--- config.mk ---
export PLATFORM = sky130hd
export DESIGN_NAME = count_job_arbiter
export DESIGN_NICKNAME = d
export VERILOG_FILES = /design/src/rtl/count_job_arbiter.sv
export SDC_FILE = /design/constraint.sdc
export NUM_CORES = 1
export LEC_CHECK = 0
export ABC_AREA = 1
export BUFFER_PORTS_ARGS = -buffer_cell sky130_fd_sc_hd__buf_2
export CAP_MARGIN = 20
export CORE_ASPECT_RATIO = 1.4
export CORE_UTILIZATION = 45
export DETAILED_ROUTE_END_ITERATION = 8
export GPL_TIMING_DRIVEN = 0
export PLACE_DENSITY = 0.73
export SYNTH_ARGS = -nofsm -noshare
export SYNTH_HDL_FRONTEND = slang
export SYNTH_SLANG_ARGS = --single-unit
export TNS_END_PERCENT = 30
--- constraint.sdc ---
create_clock -name clk -period 1.45 [get_ports clk]
set_input_delay 0.29 -clock clk [delete_from_list [all_inputs] [get_ports clk]]
set_output_delay 0.29 -clock clk [all_outputs]
set_load 0.005 [all_outputs]
--- src/rtl/count_job_arbiter.sv ---
// Round-robin owner of a shared enable counter: grants one of two requesters,
// clears the counter, enables it up to the latched target, then pulses done.
module count_job_arbiter #(
   parameter int WIDTH = 9
) (
   input  logic             clk,
   input  logic             reset,
   input  logic [1:0]       req,
   input  logic [WIDTH-1:0] target0,
   input  logic [WIDTH-1:0] target1,
   input  logic [WIDTH-1:0] count_in,
   output logic             cnt_en,
   output logic             cnt_rst,
   output logic [1:0]       gnt,
   output logic [1:0]       done,
   output logic             busy
);

   // Handshake: req[i] is a level held until done[i] or withdrawal; dropping it
   // while granted aborts the job without a done pulse.
   typedef enum logic [2:0] {IDLE, CLEAR, RUN, DONE, ABORT} state_t;

   state_t           state, state_nxt;
   logic             g, g_nxt;
   logic             prio;
   logic [WIDTH-1:0] target_q;
   logic             req_g;
   logic             match;
   logic [1:0]       gnt_d;
   logic [1:0]       done_d;
   logic             cnt_rst_d;

   assign req_g = req[g];
   assign match = (count_in == target_q);

   always_ff @(posedge clk) begin
      if (reset) begin
         state <= IDLE;
         g     <= 1'b0;
      end else begin
         state <= state_nxt;
         g     <= g_nxt;
      end
   end

   always_comb begin
      state_nxt = state;
      g_nxt     = g;
      case (state)
         IDLE: begin
            if (|req) begin
               state_nxt = CLEAR;
               g_nxt     = (req == 2'b11) ? prio : req[1];
            end
         end
         CLEAR:   state_nxt = req_g ? RUN : ABORT;
         // Withdrawal wins over a simultaneous target match.
         RUN: begin
            if (!req_g)     state_nxt = ABORT;
            else if (match) state_nxt = DONE;
         end
         DONE:    state_nxt = IDLE;
         ABORT:   state_nxt = IDLE;
         default: state_nxt = IDLE;
      endcase
   end

   always_comb begin
      cnt_en    = (state == RUN) && req_g && !match;
      busy      = (state != IDLE);
      gnt_d     = 2'b00;
      done_d    = 2'b00;
      cnt_rst_d = (state_nxt == CLEAR);
      if (state_nxt == CLEAR || state_nxt == RUN) gnt_d = {g_nxt, ~g_nxt};
      if (state_nxt == DONE) done_d = {g, ~g};
   end

   // Registered outputs are derived from the next state so they line up with it.
   always_ff @(posedge clk) begin
      if (reset) begin
         gnt      <= 2'b00;
         done     <= 2'b00;
         cnt_rst  <= 1'b0;
         prio     <= 1'b0;
         target_q <= '0;
      end else begin
         gnt     <= gnt_d;
         done    <= done_d;
         cnt_rst <= cnt_rst_d;
         if (state == IDLE && (|req)) target_q <= g_nxt ? target1 : target0;
         if (state_nxt == DONE || state_nxt == ABORT) prio <= ~g;
      end
   end

endmodule
== After elaboration in Yosys (flattened, before gate mapping) ==
Index checks and enable logic that the tools add are counted.
Operators by class
  add/subtract/negate cells: 0
  multiply operators: 0
  divide/modulo/power cells: 0
  magnitude comparators: 1
  equal/unequal tests: 8
  shift-type cells: 0
  mux-type cells: 11
  bitwise operators: 4
  reduce and logical (&&, ||, !) cells: 11
Operators by type and width (number)
  3-bit 2-to-1 mux: 4
  3-bit by 2-bit equality test with 1-bit output, second input constant: 3
  9-bit equality test: 1
  9-bit 2-to-1 mux: 1
  3-bit one-hot mux with 3 select lines: 1
  3-bit by 1-bit equality test with 1-bit output, second input constant: 2
  2-bit OR reduction: 3
  1-bit 2-to-1 mux: 5
  1-bit NOT: 4
  3-bit equality test, second input constant: 1
  1-bit logical AND: 3
  3-bit logical NOT: 1
  3-bit nonzero test: 1
  2-bit equality test, second input constant: 1
  1-bit logical OR: 2
  1-bit by 2-bit < comparator with 1-bit output, second input constant: 1
  1-bit logical NOT: 1
Word-level totals
  flip-flop bits (word level): 19
  bits in latches: 0
  bits in writable memories: 0
  ROM bits: 0
  bits of input ports: 31
  output and inout bits: 7
  logic and storage cells: 42
  memories kept: 0

== Longest topological paths before layout ==
  word-level depth: 8
  gate-level depth with buffers: 11
  gate-level depth less buffers: 11

== Worst setup path before layout ==
Ideal clock, no wire load.
  path type: register to output
  start point: register g
  end point: output port cnt_en
  arrival: 0.964 ns
  required time: 1.160 ns
  slack: 0.196 ns
  cell stages (with the launch flop): 6
  path buffers: 0
  path through: dfxtp_1 nand2_1 o21ai_1 inv_2 nor2_2 a21boi_0
On the way
  word-level cells in the longest chain between the ends: 4
Ends and longest elaborated chain
  start, declared: line 24  | logic g, g_nxt;
  start signal, assigned: line 42  | g <= g_nxt;
  1-bit 2-to-1 mux (not written as such) (2 in series): line 33  | assign req_g = req[g];
  1-bit logical AND (2 in series): line 69  | cnt_en = (state == RUN) && req_g && !match;
  end, declared: line 12  | output logic cnt_en,
No other way between the ends. The select of a mux whose other input is x is not followed.

== Worst setup path in the final report ==
  start point: register target_q[5]
  end point: output port cnt_en
On the way
  word-level cells in the longest chain between the ends: 3
Ends and longest elaborated chain
  start, declared: line 26  | logic [WIDTH-1:0] target_q;
  start signal, assigned: line 90  | if (state == IDLE && (|req)) target_q <= g_nxt ? target1 : target0;
  9-bit equality test: line 34  | assign match = (count_in == target_q);
  1-bit logical NOT: line 69
  1-bit logical AND: line 69
No other way between the ends.

==> flow_summary.ini <==
[worst_setup_path]
cp-end-kind = output port
cp_cell_sequence = xnor2_1, nand2_1, nor2_2, a21boi_2, buf_2
cp_max_fo = 2
cp_data_required_time_ns = 1.16
slowest_stage = dfxtp_1
critPathKind = flop to output port
crit_arrival_ns = 1.31
critPathLaunchType = flop
max_stage_delay_ns = 0.35

[global_route]
grt_pass1_wl_um = 3800
grt_pass1_vias = 947
grt_max_degree = 12
gr-total-overflow = 0
antenna_found_initial = 0
grtUsageTotal_pct = 19.5

[routing]
drt_iter0_markers = 10
via_count = 936
viasPerCell = 4.98
drtPass1Iterations = 3
ant_nets = 0
drc = 0
routedWlPerCell_um = 12.4
wl_um = 2330

[yosys]
synthCells = 121
ys.warnings.count = 0
ys_types = 27
synth_nets = 152
ys_top_cells_by_count = dfxtp_1 (19), nand2_1 (18), inv_1 (12), nor2_1 (10)
ys_seq_elements = 19
ys_seq_area_share_pct = 35.4
synth_area_sq_um = 1070
synthTopCellsByArea = dfxtp_1 (35%), o22ai_2 (10%), a21oi_2 (7.3%), nand2_1 (6.3%), xnor2_1 (5.7%)
yosysTopAreaCellShare_pct = 35.4
async_reset_ff_share_pct = 0
synth_ff_type = dfxtp_1
avgSynthCellArea_sq_um = 8.88
synth_area_leader_cell = dfxtp_1
synth_edf_count = 0
yosysMostFrequentCell = dfxtp_1

[die]
die_w_um = 43.3
core_area_sq_um = 2200
rows = 20
io_pins = 38
fp.dieH_um = 59.8
start_util_pct = 48.8
die_area_sq_um = 2590

[power_and_ir_drop]
p_leak_nw = 0.662
ir_drop_mv = 0.514
powerDensity_nw_per_um2 = 981
p_total_mw = 1.41

[cts]
cts_tree = yes
cts_root_buf = clkbuf_4
cts_buffer_depth = 2
cts.sinks = 19
clk_latency_ns = 0.29
cts-buffers-inserted = 3
clk_pin_slew_ns = 0.11
cts_hold_buffers = 0
htreeDepth = 1

[layout]
utilization_pct = 65.2
syn2layout_area_growth_pct = 33.6
n_antenna_cell = 0
fill_cells = 193
drive_above_1_share_pct = 56.0
nets = 198

[placement]
io_buffers = 37
gp_congestion = 0.772
dp_hpwl_um = 1690

[timing]
rsz0062_at_grt = yes
maxSlewHeadroom_pct = 79.6
hold_slack_ns = 0.192
drv_slew = 0
worstMarginPinSlew_ns = 0.305
fmax_mhz = 624
setup_slack_ns = -0.153
final-setup-viol-count = 1
hold_viol_final = 0
min_period_ns = 1.60
period_share_pct = 111
skew_ns = 0.0108

[job]
drv_cap = 0

[status]
outcome = complete, but fails checks
violations = setup timing

[min_path]
worstHoldPathType = input pin to flop
[layer usage]
metal  vias to the layer above  part of all wire, %  GRT usage (%)
met2                        25                   58           40.1
met1                       426                   38           18.8
met4                         0                 0.73           7.79
met3                         2                  3.5           2.11
li1                        483                    -              -
met5                         -                    0              0
[state kept, by name (all words and copies together) (netlist names)]
signal	count
target_q	9
state	3
done	2
gnt	2
cnt_rst	1
g	1
prio	1
[final cells by class]
cell class | count | area [sq um] | area share [%]
clock inverter | 1 | 5.00 | 0.348
tap | 22 | 27.5 | 1.92
timing repair buffer | 41 | 233 | 16.2
inverter | 17 | 71.3 | 4.97
sequential | 19 | 389 | 27.1
clock buffer | 3 | 22.5 | 1.57
buffer | 3 | 35.0 | 2.44
multi-input combinational | 82 | 653 | 45.5
[where the power goes]
| part | internal, mW | switching, mW |
|---|---|---|
| clock | 0.102 | 0.159 |
| sequential | 0.586 | 0.0435 |
| combinational | 0.236 | 0.282 |
| total | 0.925 | 0.485 |
[worst max-delay path: cells and delay by family, from the launching register on]
| family | cells | cell delay [ns] |
|---|---|---|
| XOR/XNOR | 1 | 0.19 |
| AND/OR/NAND/NOR | 2 | 0.28 |
| buffers and inverters | 1 | 0.13 |
| flip-flops | 1 | 0.35 |
| AO/OA/AOI/OAI | 1 | 0.07 |
[placed cells by master (no fill, tap or decap), types with 3 or more instances in the layout]
cell      instances
dfxtp_1          14
xnor2_1           7
inv_2             3
buf_2            38
a21oi_2           9
nand3_1           4
nor2_1            8
o22ai_2           5
o22ai_4           4
o21ai_0           9
buf_4             3
clkbuf_4          3
inv_4             3
dfxtp_2           4
inv_1            11
nand2_1          18
[final timing paths]
path	startpoint	endpoint	slack, ns	cells past startpoint
max	target_q[5]	cnt_en	-0.15	5
min	reset	state[2]	0.19	2
max reg2reg	state[0]	target_q[4]	0.02	8
min reg2reg	g	done[0]	0.48	1
[cell families (layout without fill, tap and decap cells)]
| logic type | Yosys count | count (layout) | synth area share (%) |
|---|---|---|---|
| and+or+nand+nor | 42 | 42 | 23.2 |
| AOI/OAI and AO/OA | 33 | 33 | 26.4 |
| buffers and inverters | 20 | 65 | 9.31 |
| DFF | 19 | 19 | 35.4 |
| xor gates and xnor gates | 7 | 7 | 5.70 |
[repair_timing]
item                                    in CTS  in global routing
gates cloned                                 0                  1
pin swaps                                    2                  0
endpoints found under the setup margin       1                 10
setup buffers                                3                  0
resized for setup                           12                  9
[stage by stage]
step	std cells	setup TNS, ns	area [sq um]	setup slack [ns]
finish	188	-0.153	1440	-0.153
global route	188	-0.503	1440	-0.214
CTS	187	-0.0954	1370	-0.0954
detailed placement	180	-0.0464	1290	-0.0464
global placement	180	0	1290	0.0162
floorplan	121	0	1070	0.196
(Power assumes the default switching activity.)
